### src/rtl/alu_trojan_pkg.sv
// Shared opcode and trigger-FSM state encodings for the sequential trojan ALU.
package alu_trojan_pkg;

  typedef enum logic [1:0] {
    ALU_ADD = 2'b00,
    ALU_SUB = 2'b01,
    ALU_AND = 2'b10,
    ALU_OR  = 2'b11
  } alu_op_e;

  typedef enum logic [1:0] {
    ST_IDLE  = 2'b00,
    ST_COUNT = 2'b01,
    ST_ARMED = 2'b10
  } trig_state_e;

endpackage : alu_trojan_pkg

### src/rtl/trojan_trigger_fsm.sv
// Sequence trigger: arms after TRIG_COUNT consecutive matching accepted ops,
// then flags the next PAYLOAD_LEN accepted ops for corruption and disarms.
module trojan_trigger_fsm
  import alu_trojan_pkg::*;
#(
  parameter int unsigned TRIG_COUNT  = 3,
  parameter int unsigned PAYLOAD_LEN = 2,
  parameter bit          TROJAN_EN   = 1'b1
) (
  input  logic clk,
  input  logic rst_n,
  input  logic accept,
  input  logic match,
  output logic corrupt,
  output logic armed
);

  localparam int unsigned CW = $clog2(TRIG_COUNT + 1);
  localparam int unsigned PW = $clog2(PAYLOAD_LEN + 1);

  trig_state_e   state, state_nxt;
  logic [CW-1:0] count, count_nxt;
  logic [PW-1:0] pay, pay_nxt;

  // State, match counter and payload counter registers.
  always_ff @(posedge clk or negedge rst_n) begin
    if (!rst_n) begin
      state <= ST_IDLE;
      count <= '0;
      pay   <= '0;
    end else begin
      state <= state_nxt;
      count <= count_nxt;
      pay   <= pay_nxt;
    end
  end

  // Next-state logic; only accepted ops move the FSM.
  always_comb begin
    state_nxt = state;
    count_nxt = count;
    pay_nxt   = pay;
    if (TROJAN_EN && accept) begin
      case (state)
        ST_IDLE: begin
          if (match) begin
            count_nxt = CW'(1);
            if (TRIG_COUNT == 1) begin
              state_nxt = ST_ARMED;
              pay_nxt   = PW'(PAYLOAD_LEN);
            end else begin
              state_nxt = ST_COUNT;
            end
          end
        end
        ST_COUNT: begin
          if (match) begin
            count_nxt = count + CW'(1);
            if (count == CW'(TRIG_COUNT - 1)) begin
              state_nxt = ST_ARMED;
              pay_nxt   = PW'(PAYLOAD_LEN);
            end
          end else begin
            count_nxt = '0;
            state_nxt = ST_IDLE;
          end
        end
        ST_ARMED: begin
          pay_nxt = pay - PW'(1);
          if (pay == PW'(1)) begin
            state_nxt = ST_IDLE;
            count_nxt = '0;
          end
        end
        default: begin
          state_nxt = ST_IDLE;
          count_nxt = '0;
        end
      endcase
    end
  end

  // The op completing the trigger is clean; payload starts with the next one.
  assign armed   = (state == ST_ARMED);
  assign corrupt = accept && armed;

endmodule : trojan_trigger_fsm

### src/rtl/alu_trojan_seq.sv
// Registered WIDTH-bit ALU with valid/ready handshakes and a sequence-triggered
// trojan that flips res LSB and cout on a bounded window of results.
module alu_trojan_seq
  import alu_trojan_pkg::*;
#(
  parameter int unsigned       WIDTH       = 8,
  parameter bit                TROJAN_EN   = 1'b1,
  parameter logic [WIDTH-1:0]  KEY_A       = WIDTH'(8'hA5),
  parameter logic [WIDTH-1:0]  KEY_B       = WIDTH'(8'h3C),
  parameter logic [1:0]        KEY_OP      = 2'b00,
  parameter int unsigned       TRIG_COUNT  = 3,
  parameter int unsigned       PAYLOAD_LEN = 2
) (
  input  logic             clk,
  input  logic             rst_n,
  input  logic             in_valid,
  output logic             in_ready,
  input  logic [WIDTH-1:0] a,
  input  logic [WIDTH-1:0] b,
  input  logic [1:0]       op,
  output logic             out_valid,
  input  logic             out_ready,
  output logic [WIDTH-1:0] res,
  output logic             cout,
  output logic             zero,
  output logic             dbg_armed
);

  logic             accept;
  logic             match;
  logic             corrupt;
  logic [WIDTH:0]   sum;
  logic [WIDTH:0]   diff;
  logic [WIDTH-1:0] alu_res;
  logic             alu_cout;
  logic [WIDTH-1:0] res_nxt;
  logic             cout_nxt;

  assign in_ready = !out_valid || out_ready;
  assign accept   = in_valid && in_ready;
  assign match    = (a == KEY_A) && (b == KEY_B) && (op == KEY_OP);

  trojan_trigger_fsm #(
    .TRIG_COUNT (TRIG_COUNT),
    .PAYLOAD_LEN(PAYLOAD_LEN),
    .TROJAN_EN  (TROJAN_EN)
  ) u_trig (
    .clk    (clk),
    .rst_n  (rst_n),
    .accept (accept),
    .match  (match),
    .corrupt(corrupt),
    .armed  (dbg_armed)
  );

  // ALU datapath; the extra MSB of diff is the unsigned borrow (a < b).
  always_comb begin
    sum      = {1'b0, a} + {1'b0, b};
    diff     = {1'b0, a} - {1'b0, b};
    alu_res  = '0;
    alu_cout = 1'b0;
    case (op)
      ALU_ADD: begin alu_res = sum[WIDTH-1:0];  alu_cout = sum[WIDTH];  end
      ALU_SUB: begin alu_res = diff[WIDTH-1:0]; alu_cout = diff[WIDTH]; end
      ALU_AND: alu_res = a & b;
      ALU_OR:  alu_res = a | b;
      default: alu_res = '0;
    endcase
    res_nxt  = alu_res ^ WIDTH'(corrupt);
    cout_nxt = alu_cout ^ corrupt;
  end

  // Output register: load on accept, clear valid on drain, hold on stall.
  always_ff @(posedge clk or negedge rst_n) begin
    if (!rst_n) begin
      out_valid <= 1'b0;
      res       <= '0;
      cout      <= 1'b0;
      zero      <= 1'b0;
    end else if (accept) begin
      out_valid <= 1'b1;
      res       <= res_nxt;
      cout      <= cout_nxt;
      zero      <= (res_nxt == '0);
    end else if (out_ready) begin
      out_valid <= 1'b0;
    end
  end

endmodule : alu_trojan_seq

### config.mk
export PLATFORM = sky130hd
export DESIGN_NAME = alu_trojan_seq
export DESIGN_NICKNAME = d
export VERILOG_FILES = /design/src/rtl/alu_trojan_pkg.sv /design/src/rtl/trojan_trigger_fsm.sv /design/src/rtl/alu_trojan_seq.sv
export SDC_FILE = /design/constraint.sdc
export NUM_CORES = 1
export LEC_CHECK = 0
export CAP_MARGIN = 30
export CORE_MARGIN = 2
export CORE_UTILIZATION = 55
export CTS_CLUSTER_SIZE = 25
export DETAILED_ROUTE_END_ITERATION = 7
export GPL_ROUTABILITY_DRIVEN = 0
export PLACE_DENSITY = 0.88
export RECOVER_POWER = 50
export SYNTH_ARGS = -nofsm -noshare
export SYNTH_HDL_FRONTEND = slang
export SYNTH_SLANG_ARGS = --single-unit
### constraint.sdc
create_clock -name clk -period 2.6 [get_ports clk]
set_input_delay 0.65 -clock clk [delete_from_list [all_inputs] [get_ports clk]]
set_output_delay 0.65 -clock clk [all_outputs]
set_load 0.05 [all_outputs]
## Word-level counts from Yosys, hierarchy flattened

Index checks and enable logic that the tools add are counted.

| operators by class | value |
|---|---|
| equal/unequal tests | 14 |
| reduce and logical (&&, ||, !) cells | 14 |
| muxes and demuxes | 13 |
| $add $sub $neg | 4 |
| bitwise operators | 4 |

Operators by type and width:

| operator | number |
|---|---|
| 8-bit case mux with 4 select lines | 1 |
| 2-bit two-way mux | 6 |
| 2-bit case mux with 3 select lines | 2 |
| 8-bit by 8-bit adder with 9-bit output | 1 |
| 8-bit by 8-bit subtractor with 9-bit output | 1 |
| 8-bit bitwise AND | 1 |
| 2-bit == test (second input constant) | 4 |
| 8-bit by 6-bit == test with 1-bit output (second input constant) | 1 |
| 8-bit == test (second input constant) | 1 |
| 8-bit logical NOT | 1 |
| 8-bit OR | 1 |
| 4-bit AND reduction | 2 |
| 8-bit by 1-bit bitwise XOR with 8-bit output | 1 |
| 2-bit by 1-bit == test with 1-bit output (second input constant) | 3 |
| 2-bit inequality test (second input constant) | 3 |
| 1-bit logical AND | 4 |
| 2-bit logical NOT | 2 |
| 2-bit case mux with 2 select lines | 1 |
| 2-bit nonzero test | 2 |
| 3-bit by 2-bit inequality test with 1-bit output (second input constant) | 1 |
| 3-bit AND reduction | 1 |
| 2-bit by 1-bit adder with 2-bit output (second input constant) | 1 |
| 1-bit two-way mux | 2 |
| 2-bit by 1-bit inequality test with 1-bit output (second input constant) | 1 |
| 5 further kinds | 5 |

| word-level totals | value |
|---|---|
| output and inout port bits | 13 |
| word-level logic and storage cells | 56 |
| input bits | 22 |
| register bits | 17 |

## Logic depth before layout (Yosys ltp)

| logic depth | value |
|---|---|
| depth after elaboration | 6 |
| depth in mapped cells | 11 |
| depth with buffers taken out | 11 |

## Modules after synthesis

Synthesis repeated with hierarchy kept, for this count alone.

| second synthesis, totals | value |
|---|---|
| cell total of the unflattened synthesis | 241 |
| area total of the unflattened synthesis | 1970.6 µm² |

Modules (own cells, without submodules):

| module | sequential area each (µm²) | area an instance (µm²) | times used | cells an instance |
|---|---|---|---|---|
| alu_trojan_seq | 275.3 | 1594.0 | 1 | 200 |
| trojan_trigger_fsm | 150.1 | 376.6 | 1 | 41 |

## Worst setup path before layout

Ideal clock, no wire load.

| timing path | value |
|---|---|
| path kind | input to register |
| start point | input a[0] |
| end point | register zero |
| arrival | 2.804 ns |
| required time | 2.508 ns |
| path buffers | 0 |
| stages on the path | 11 |
| setup slack | -0.296 ns |
| setup time | 0.092 ns |
| path through | inv_1 > ha_1 > inv_1 > fa_1 > nor2b_4 > nor3_2 > o41ai_4 > xnor2_1 > o311a_1 > or4_4 > o31ai_2 |

| on the way | value |
|---|---|
| word-level cells in the longest chain between the ends | 4 |
| elaborated cells between the ends (all ways) | 7 |
| classes of those cells | add/sub: 2; mux: 1; bitwise: 3; reduce/logical: 1 |

RTL lines:

| element | RTL line | source |
|---|---|---|
| start, declared | alu_trojan_seq.sv:18 | `input logic [WIDTH-1:0] a,` |
| 8-bit by 8-bit subtractor with 9-bit output (tied with other cells) | alu_trojan_seq.sv:59 | `diff = {1'b0, a} - {1'b0, b};` |
| 8-bit case mux with 4 select lines (*) | alu_trojan_seq.sv:62 | `case (op)` |
| 8-bit by 1-bit bitwise XOR with 8-bit output (*) | alu_trojan_seq.sv:69 | `res_nxt = alu_res ^ WIDTH'(corrupt);` |
| 8-bit logical NOT (*) | alu_trojan_seq.sv:84 | `zero <= (res_nxt == '0);` |
| end signal, assigned | alu_trojan_seq.sv:84 |  |
| end, declared | alu_trojan_seq.sv:25 | `output logic zero,` |

Every way passes the cells marked *; elsewhere a longest branch is shown, timed or not.
A chain may end at the register's enable or synchronous reset.

## Final worst setup path

| timing path | value |
|---|---|
| start point | input b[6] |
| end point | register zero |

| on the way | value |
|---|---|
| word-level cells in the longest chain between the ends | 4 |
| elaborated cells between the ends (all ways) | 7 |
| classes of those cells | add/sub: 2; mux: 1; bitwise: 3; reduce/logical: 1 |

RTL lines:

| element | RTL line | source |
|---|---|---|
| start, declared | alu_trojan_seq.sv:19 | `input logic [WIDTH-1:0] b,` |
| 8-bit by 8-bit subtractor with 9-bit output (tied with other cells) | alu_trojan_seq.sv:59 |  |
| 8-bit case mux with 4 select lines (*) | alu_trojan_seq.sv:62 |  |
| 8-bit by 1-bit bitwise XOR with 8-bit output (*) | alu_trojan_seq.sv:69 |  |
| 8-bit logical NOT (*) | alu_trojan_seq.sv:84 |  |

Marked as above.

==> flow_metrics.py <==
metrics = {
    "run_status": {
        "outcome": "complete, but fails checks",
        "violations": "setup timing",
    },
    "global_route": {
        "overflow": 0,
        "grt_max_degree": 19,
        "grt_pass1_vias": 2508,
        "antenna_found_initial": 1,
        "grt_usage_pct": 42.4,
        "grt_pass1_wl_um": 12900,
    },
    "synth": {
        "synth_edf_count": 0,
        "async_flop_share_pct": 100,
        "synthCells": 228,
        "seq_area_frac_synth_pct": 22.6,
        "syn-num-nets": 278,
        "yosys-top-cells-area": "dfrtp_1, ha_1, inv_1",
        "synth_area_leader_cell": "dfrtp_1",
        "synth_cell_types": 55,
        "ys_ff_latch": 17,
        "ys_warn_count": 0,
        "synth_top_area_share_pct": 22.6,
        "synth_area_um2": 1880,
        "post_synth.cell_area_avg_um2": 8.26,
        "ys.flop_type": "dfrtp_1",
    },
    "finish": {
        "final_layout_size_suffix_gt1_share_pct": 42.9,
        "layout_commonest_cell": "buf_4",
        "fill_cells": 89,
        "final_cell_count_no_fill": 378,
        "final_cell_mix": "buf_4, nand2_1, ha_1, dfrtp_1",
        "final_nets": 382,
        "multi_input_area_um2": 1580,
        "area_growth_pct": 66.7,
        "stdcell_area_um2": 3140,
        "seqCellArea_um2": 425,
    },
    "routing": {
        "routed_wl_um": 10100,
        "drcViolationCount": 0,
        "drt-initial-drc-count": 513,
        "vias": 2667,
        "vias_per_cell": 7.06,
        "postRouteAntennaNets": 0,
        "wl_per_cell_um": 26.7,
        "dr.pass1.iters": 6,
    },
    "flow_run": {
        "cap_violations": 0,
    },
    "power_and_ir_drop": {
        "p_clk_share_pct": 12.9,
        "power_switching_mw": 0.554,
        "swShare_pct": 45.0,
        "leakagePower_nw": 1.47,
        "finalPower_mw": 1.23,
        "p_per_area_nw_per_um2": 392,
        "p_comb_share_pct": 61.2,
        "p_seq_share_pct": 25.9,
        "p_int_mw": 0.677,
        "peakVddDrop_mv": 0.193,
    },
    "sta": {
        "hold_viol_final": 0,
        "period_needed_ns": 2.96,
        "finalSetupTns_ns": -1.29,
        "finalCritPeriodShare_pct": 114,
        "tightestPinTransition_ns": 0.801,
        "setup_viol": 10,
        "slew_headroom_pct": 46.5,
        "max_freq_ghz": 0.338,
        "grt_setup_unrepaired": "true",
        "slew_violations": 0,
        "setup_ws_ns": -0.356,
        "worst_clock_skew_ns": 0.0123,
    },
    "clocking": {
        "cts_tree": "done",
        "clkSinkCount": 17,
        "cts.clk_slew.worst_paths_ns": 0.11,
        "cts_buffers": 3,
        "cts_hold_buffers": 0,
        "clk_latency_ns": 0.31,
        "clock_path_buffers": 2,
        "clockRootBuffer": "clkbuf_4",
        "htreeDepth": 1,
    },
    "placed_design": {
        "port_buffers": 34,
        "postPlaceCellArea_um2": 2810,
        "dp.cells": 364,
        "dpl.hpwl_um": 5090,
    },
    "floorplan": {
        "io_pins": 35,
        "die-area_um2": 3910,
        "start_util_pct": 56.9,
        "fp.dieW_um": 62.5,
        "num_rows": 21,
        "core_um2": 3310,
        "die_h_um": 62.5,
    },
    "critical_path": {
        "critical_path_arrival_ns": 3.17,
        "cp.required_ns": 2.81,
        "crit_type": "in -> reg",
        "path_max_fanout": 6,
        "cp-start-kind": "primary input",
        "end_kind": "register",
    },
    "hold_path": {
        "hold_path.class": "reg -> reg",
    },
}
==> Yosys cell counts (4+ instances only) <==
master     n
inv_1     27
ha_1      26
nand2_1   20
nor2_1    20
dfrtp_1   17
o21ai_0   15
a21oi_1   11
clkbuf_1   7
mux2_2     6
nand2b_1   6
xnor2_1    5
nor2b_1    4
nor4_1     4
o211ai_1   4
==> state kept, by name, summed over array words and instances (netlist names) <==
name          count
u_trig.state      2
out_valid         1
u_trig.pay        2
cout              1
u_trig.count      2
res               8
zero              1
==> power groups by stage <==
stage | Combinational [mW] | Sequential (mW) | Clock [mW]
after floorplan | 0.227 | 0.425 | 0
after global placement | 0.580 | 0.315 | 0
after detailed placement | 0.610 | 0.319 | 0
after CTS | 0.660 | 0.314 | 0.139
after global routing | 0.773 | 0.321 | 0.163
final | 0.753 | 0.320 | 0.159
==> per-layer routing <==
layer / routed length (µm) / track usage [%]
met5: 0 / 0
met4: 1190 / 20.0
met3: 1320 / 5.95
met2: 4360 / 79.4
met1: 3230 / 46.8
==> through the flow <==
| step | hold slack (ns) | utilization [%] | setup WS [ns] |
|---|---|---|---|
| final | 0.532 | 94.9 | -0.356 |
| after global placement | 0.461 | 84.8 | -0.861 |
| after floorplan | 0.354 | - | -0.205 |
| after CTS | 0.502 | 92.0 | -0.154 |
| after global routing | 0.556 | 94.8 | -0.352 |
| after detailed placement | 0.480 | 84.8 | -1.01 |
==> cell families (layout without fill, tap and decap cells) <==
group	Yosys count	after routing	synth area share, %
simple gates	72	72	19.7
compound gates	57	57	21.2
buf+inv	37	140	7.50
fa+ha+maj	28	28	19.4
flops	17	17	22.6
mux	10	10	6.37
xor+xnor	7	7	3.25
other cells	0	1	0
==> final timing paths <==
path / endpoint / slack, ns / cells past startpoint / from
max: zero / -0.36 / 11 / b[6]
min: res[5] / 0.53 / 1 / res[5]
max reg2reg: zero / 0.10 / 6 / u_trig.state[0]
min reg2reg: res[5] / 0.53 / 1 / res[5]
max in group asynchronous: cout / 1.23 / 1 / rst_n
min in group asynchronous: u_trig.pay[1] / 0.86 / 1 / rst_n
==> worst max-delay path, cell delays in order <==
cell	delay, ns
clkdlybuf4s50_1	0.54
inv_1	0.11
ha_4	0.36
buf_4	0.16
nand2b_1	0.13
nand3b_1	0.10
o22a_1	0.27
xnor2_1	0.29
o21ai_1	0.16
buf_4	0.17
o31ai_4	0.22
==> area by class of cell <==
class / instances / area share, %
Antenna cell: 1 / 0.0796
Timing Repair Buffer: 109 / 29.5
Tap cell: 46 / 1.83
Sequential cell: 17 / 13.5
Clock buffer: 4 / 0.836
Inverter: 27 / 3.74
Multi-Input combinational cell: 174 / 50.4
==> repair_timing <==
action                                  4_1_cts  5_1_grt
setup buffers                                 9        1
endpoints found under the setup margin        9       11
resized for setup                            62       25
hold endpoints to repair                      0        0
pin swaps                                    24       14
No activity file was read; power rests on OpenSTA's default activity.
==> RTL change: new RTL, same settings <==
`WIDTH`: 8 -> 10.
--- a/src/rtl/alu_trojan_seq.sv
+++ b/src/rtl/alu_trojan_seq.sv
@@ -3,7 +3,7 @@
 module alu_trojan_seq
   import alu_trojan_pkg::*;
 #(
-  parameter int unsigned       WIDTH       = 8,
+  parameter int unsigned       WIDTH       = 10,
   parameter bit                TROJAN_EN   = 1'b1,
   parameter logic [WIDTH-1:0]  KEY_A       = WIDTH'(8'hA5),
   parameter logic [WIDTH-1:0]  KEY_B       = WIDTH'(8'h3C),
Interface: changed (resized a, b and res); port bits go from 35 to 41. The function was not compared with the original's and may differ.
==> RTL change against the unedited design <==
Critical path depth unchanged; clock power up 38%; global-route usage down 1.6 points; total power up 18%; sequential power up 10%; final area up 13%; worst setup slack better by 260 ps; sequential share of layout area down 0.20 points; routed wire length up 2.0%; clock skew down 3.1 ps; via count up 12%; the run still ends with negative setup slack left; area after synthesis up 20%; register-to-register slack better by 690 ps; sequential cell count up 2.
==> RTL change: results (changes against the unedited design) <==
<table>
<tr><th>Metric</th><th>Value</th></tr>
<tr><th colspan="2">Global routing</th></tr>
<tr><td>GRT Util Overall</td><td>40.8% (-1.6 points)</td></tr>
<tr><td>First-pass GRT wire length</td><td>13900 um (+7.5%)</td></tr>
<tr><td>Vias in the first global route</td><td>2814 (+12%)</td></tr>
<tr><td>Pin count of the biggest net entering global routing</td><td>23 (+4)</td></tr>
<tr><td>Antenna violations before repair</td><td>0 (-1)</td></tr>
<tr><th colspan="2">Layout</th></tr>
<tr><td>Final net count</td><td>449 (+18%)</td></tr>
<tr><td>Antenna diode count</td><td>0 (-1)</td></tr>
<tr><td>Storage element area</td><td>475 um2 (+12%)</td></tr>
<tr><td>Fraction of final layout cells with drive strength greater than 1</td><td>41.5% (-1.4 points)</td></tr>
<tr><th colspan="2">Worst setup path</th></tr>
<tr><td>Critical-path cell with the highest stage delay</td><td>fa_2</td></tr>
<tr><td>Worst EP arrival</td><td>2860 ps (-310 ps)</td></tr>
<tr><td>Maximum fanout count along the critical path</td><td>3 (-3)</td></tr>
<tr><th colspan="2">Yosys</th></tr>
<tr><td>Proportion of synthesized chip area in sequential cells</td><td>21.0% (-1.6 points)</td></tr>
<tr><td>Commonest cells in the netlist</td><td>32 x ha_1, 30 x inv_1, 26 x nand2_1</td></tr>
<tr><td>Mapped Nets</td><td>336 (+21%)</td></tr>
<tr><td>Distinct cell type count of the synthesized netlist</td><td>56 (+1.8%)</td></tr>
<tr><td>Leading post-synthesis cells by cell area</td><td>dfrtp_1 21%, ha_1 18%, inv_1 5.0%, nand2_1 4.3%, a21oi_1 4.2%</td></tr>
<tr><th colspan="2">Placed design</th></tr>
<tr><td>Area after detailed placement</td><td>3140 um2 (+12%)</td></tr>
<tr><td>Buffers on Ports</td><td>40 (+18%)</td></tr>
<tr><th colspan="2">Worst hold path</th></tr>
<tr><td>Worst hold stages</td><td>2 (+1)</td></tr>
<tr><th colspan="2">CTS</th></tr>
<tr><td>Clock Tree Root</td><td>clkbuf_8</td></tr>
<tr><td>Worst-skew pair later-pin latency</td><td>270 ps (-40 ps)</td></tr>
<tr><td>Clock input transition at the sequential cells of the worst setup and hold paths</td><td>70 ps (-40 ps)</td></tr>
<tr><th colspan="2">Routing</th></tr>
<tr><td>Routed vias</td><td>2999 (+12%)</td></tr>
<tr><td>Average detailed-routed wire length per instance</td><td>23.5 um (-12%)</td></tr>
<tr><th colspan="2">STA</th></tr>
<tr><td>Worst setup margin</td><td>-97.6 ps (+258 ps)</td></tr>
<tr><td>Measured slew at the worst slew-check pin</td><td>1030 ps (+228 ps)</td></tr>
<tr><td>Final setup violation count</td><td>4 (-6)</td></tr>
<tr><th colspan="2">Power</th></tr>
<tr><td>Leak pwr</td><td>1.64 nW (+12%)</td></tr>
<tr><th colspan="2">Status</th></tr>
<tr><td>Failing checks</td><td>negative setup slack</td></tr>
<tr><td>Run status</td><td>complete, but fails checks</td></tr>
</table>
[RTL change: changes by cell type after synthesis, sizes merged, moves of 5 or more]
cell / delta
a21oi: +8
ha: +6
buf: +6
o21ai: +5
nand2: +6
inv: +5
nand4: +5
[RTL change: critical path, delay by kind of cell]
kind / cells / cell delay [ps]
AO/OA/AOI/OAI: 6 / 1140
XOR/XNOR: 1 / 250
adder cells (fa/ha/maj): 2 / 530
buffers and inverters: 2 / 290
[RTL change: per-layer routing]
layer  vias up  global-route usage, %  wire length, um  share of wire, %
met1      1320                   42.7             3330                32
met5         -                      0                0                 0
met2       358                   67.7             4650                45
li1       1190                      -                -                 -
met4         0                   33.5              978               9.5
met3       131                   11.5             1340                13
[RTL change: timing repair]
| item | in CTS | in global routing |
|---|---|---|
| setup buffers | 10 | 4 |
| endpoints found under the setup margin | 9 | 9 |
| resized for setup | 94 | 30 |
| pin swaps | 21 | 15 |
[RTL change: where the power goes]
part	internal (W)	total, W	switching, W
sequential	0.000332	0.000353	0.0000210
clock	0.000107	0.000219	0.000112
combinational	0.000374	0.000876	0.000502
total	0.000814	0.00145	0.000635
[RTL change: cells by family after synthesis]
group | Yosys count | share of synthesized area [%]
XOR/XNOR | 12 | 4.64
AND/OR/NAND/NOR | 85 | 18.6
AO/OA/AOI/OAI | 75 | 22.4
flip-flops | 19 | 21.0
multiplexers | 7 | 4.36
adder cells (fa/ha/maj) | 34 | 19.4
buffers and inverters | 44 | 9.61
[RTL change: cell type report]
class,count,share of cell area (%)
Clock buffer,3,1.16
Tap cell,50,1.76
Inverter,32,3.86
Timing Repair Buffer,120,28.0
Sequential cell,19,13.3
Clock inverter,1,0.140
Multi-Input combinational cell,213,51.7
[RTL change: final timing paths]
| path | from | end | slack [ps] |
|---|---|---|---|
| setup / recovery | a[0] | zero | -100 |
| hold / removal | res[6] | res[6] | 500 |
| setup reg to reg | u_trig.state[0] | zero | 790 |
| hold reg to reg | res[6] | res[6] | 500 |
| max in group asynchronous | rst_n | res[7] | 910 |
| min in group asynchronous | rst_n | u_trig.state[0] | 1060 |
[RTL change: per-stage QoR]
step | power, W | std cells | setup TNS, ps | hold WS, ps | setup slack, ps
5_1_grt | 0.00149 | 438 | -590 | 518 | -243
2_1_floorplan | 0.000758 | 276 | 0 | 354 | 64.2
4_1_cts | 0.00134 | 435 | -39.6 | 496 | -39.6
6_report | 0.00145 | 438 | -213 | 497 | -97.6
3_5_place_dp | 0.00105 | 421 | -6190 | 480 | -767
3_3_place_gp | 0.00102 | 421 | -4580 | 463 | -616
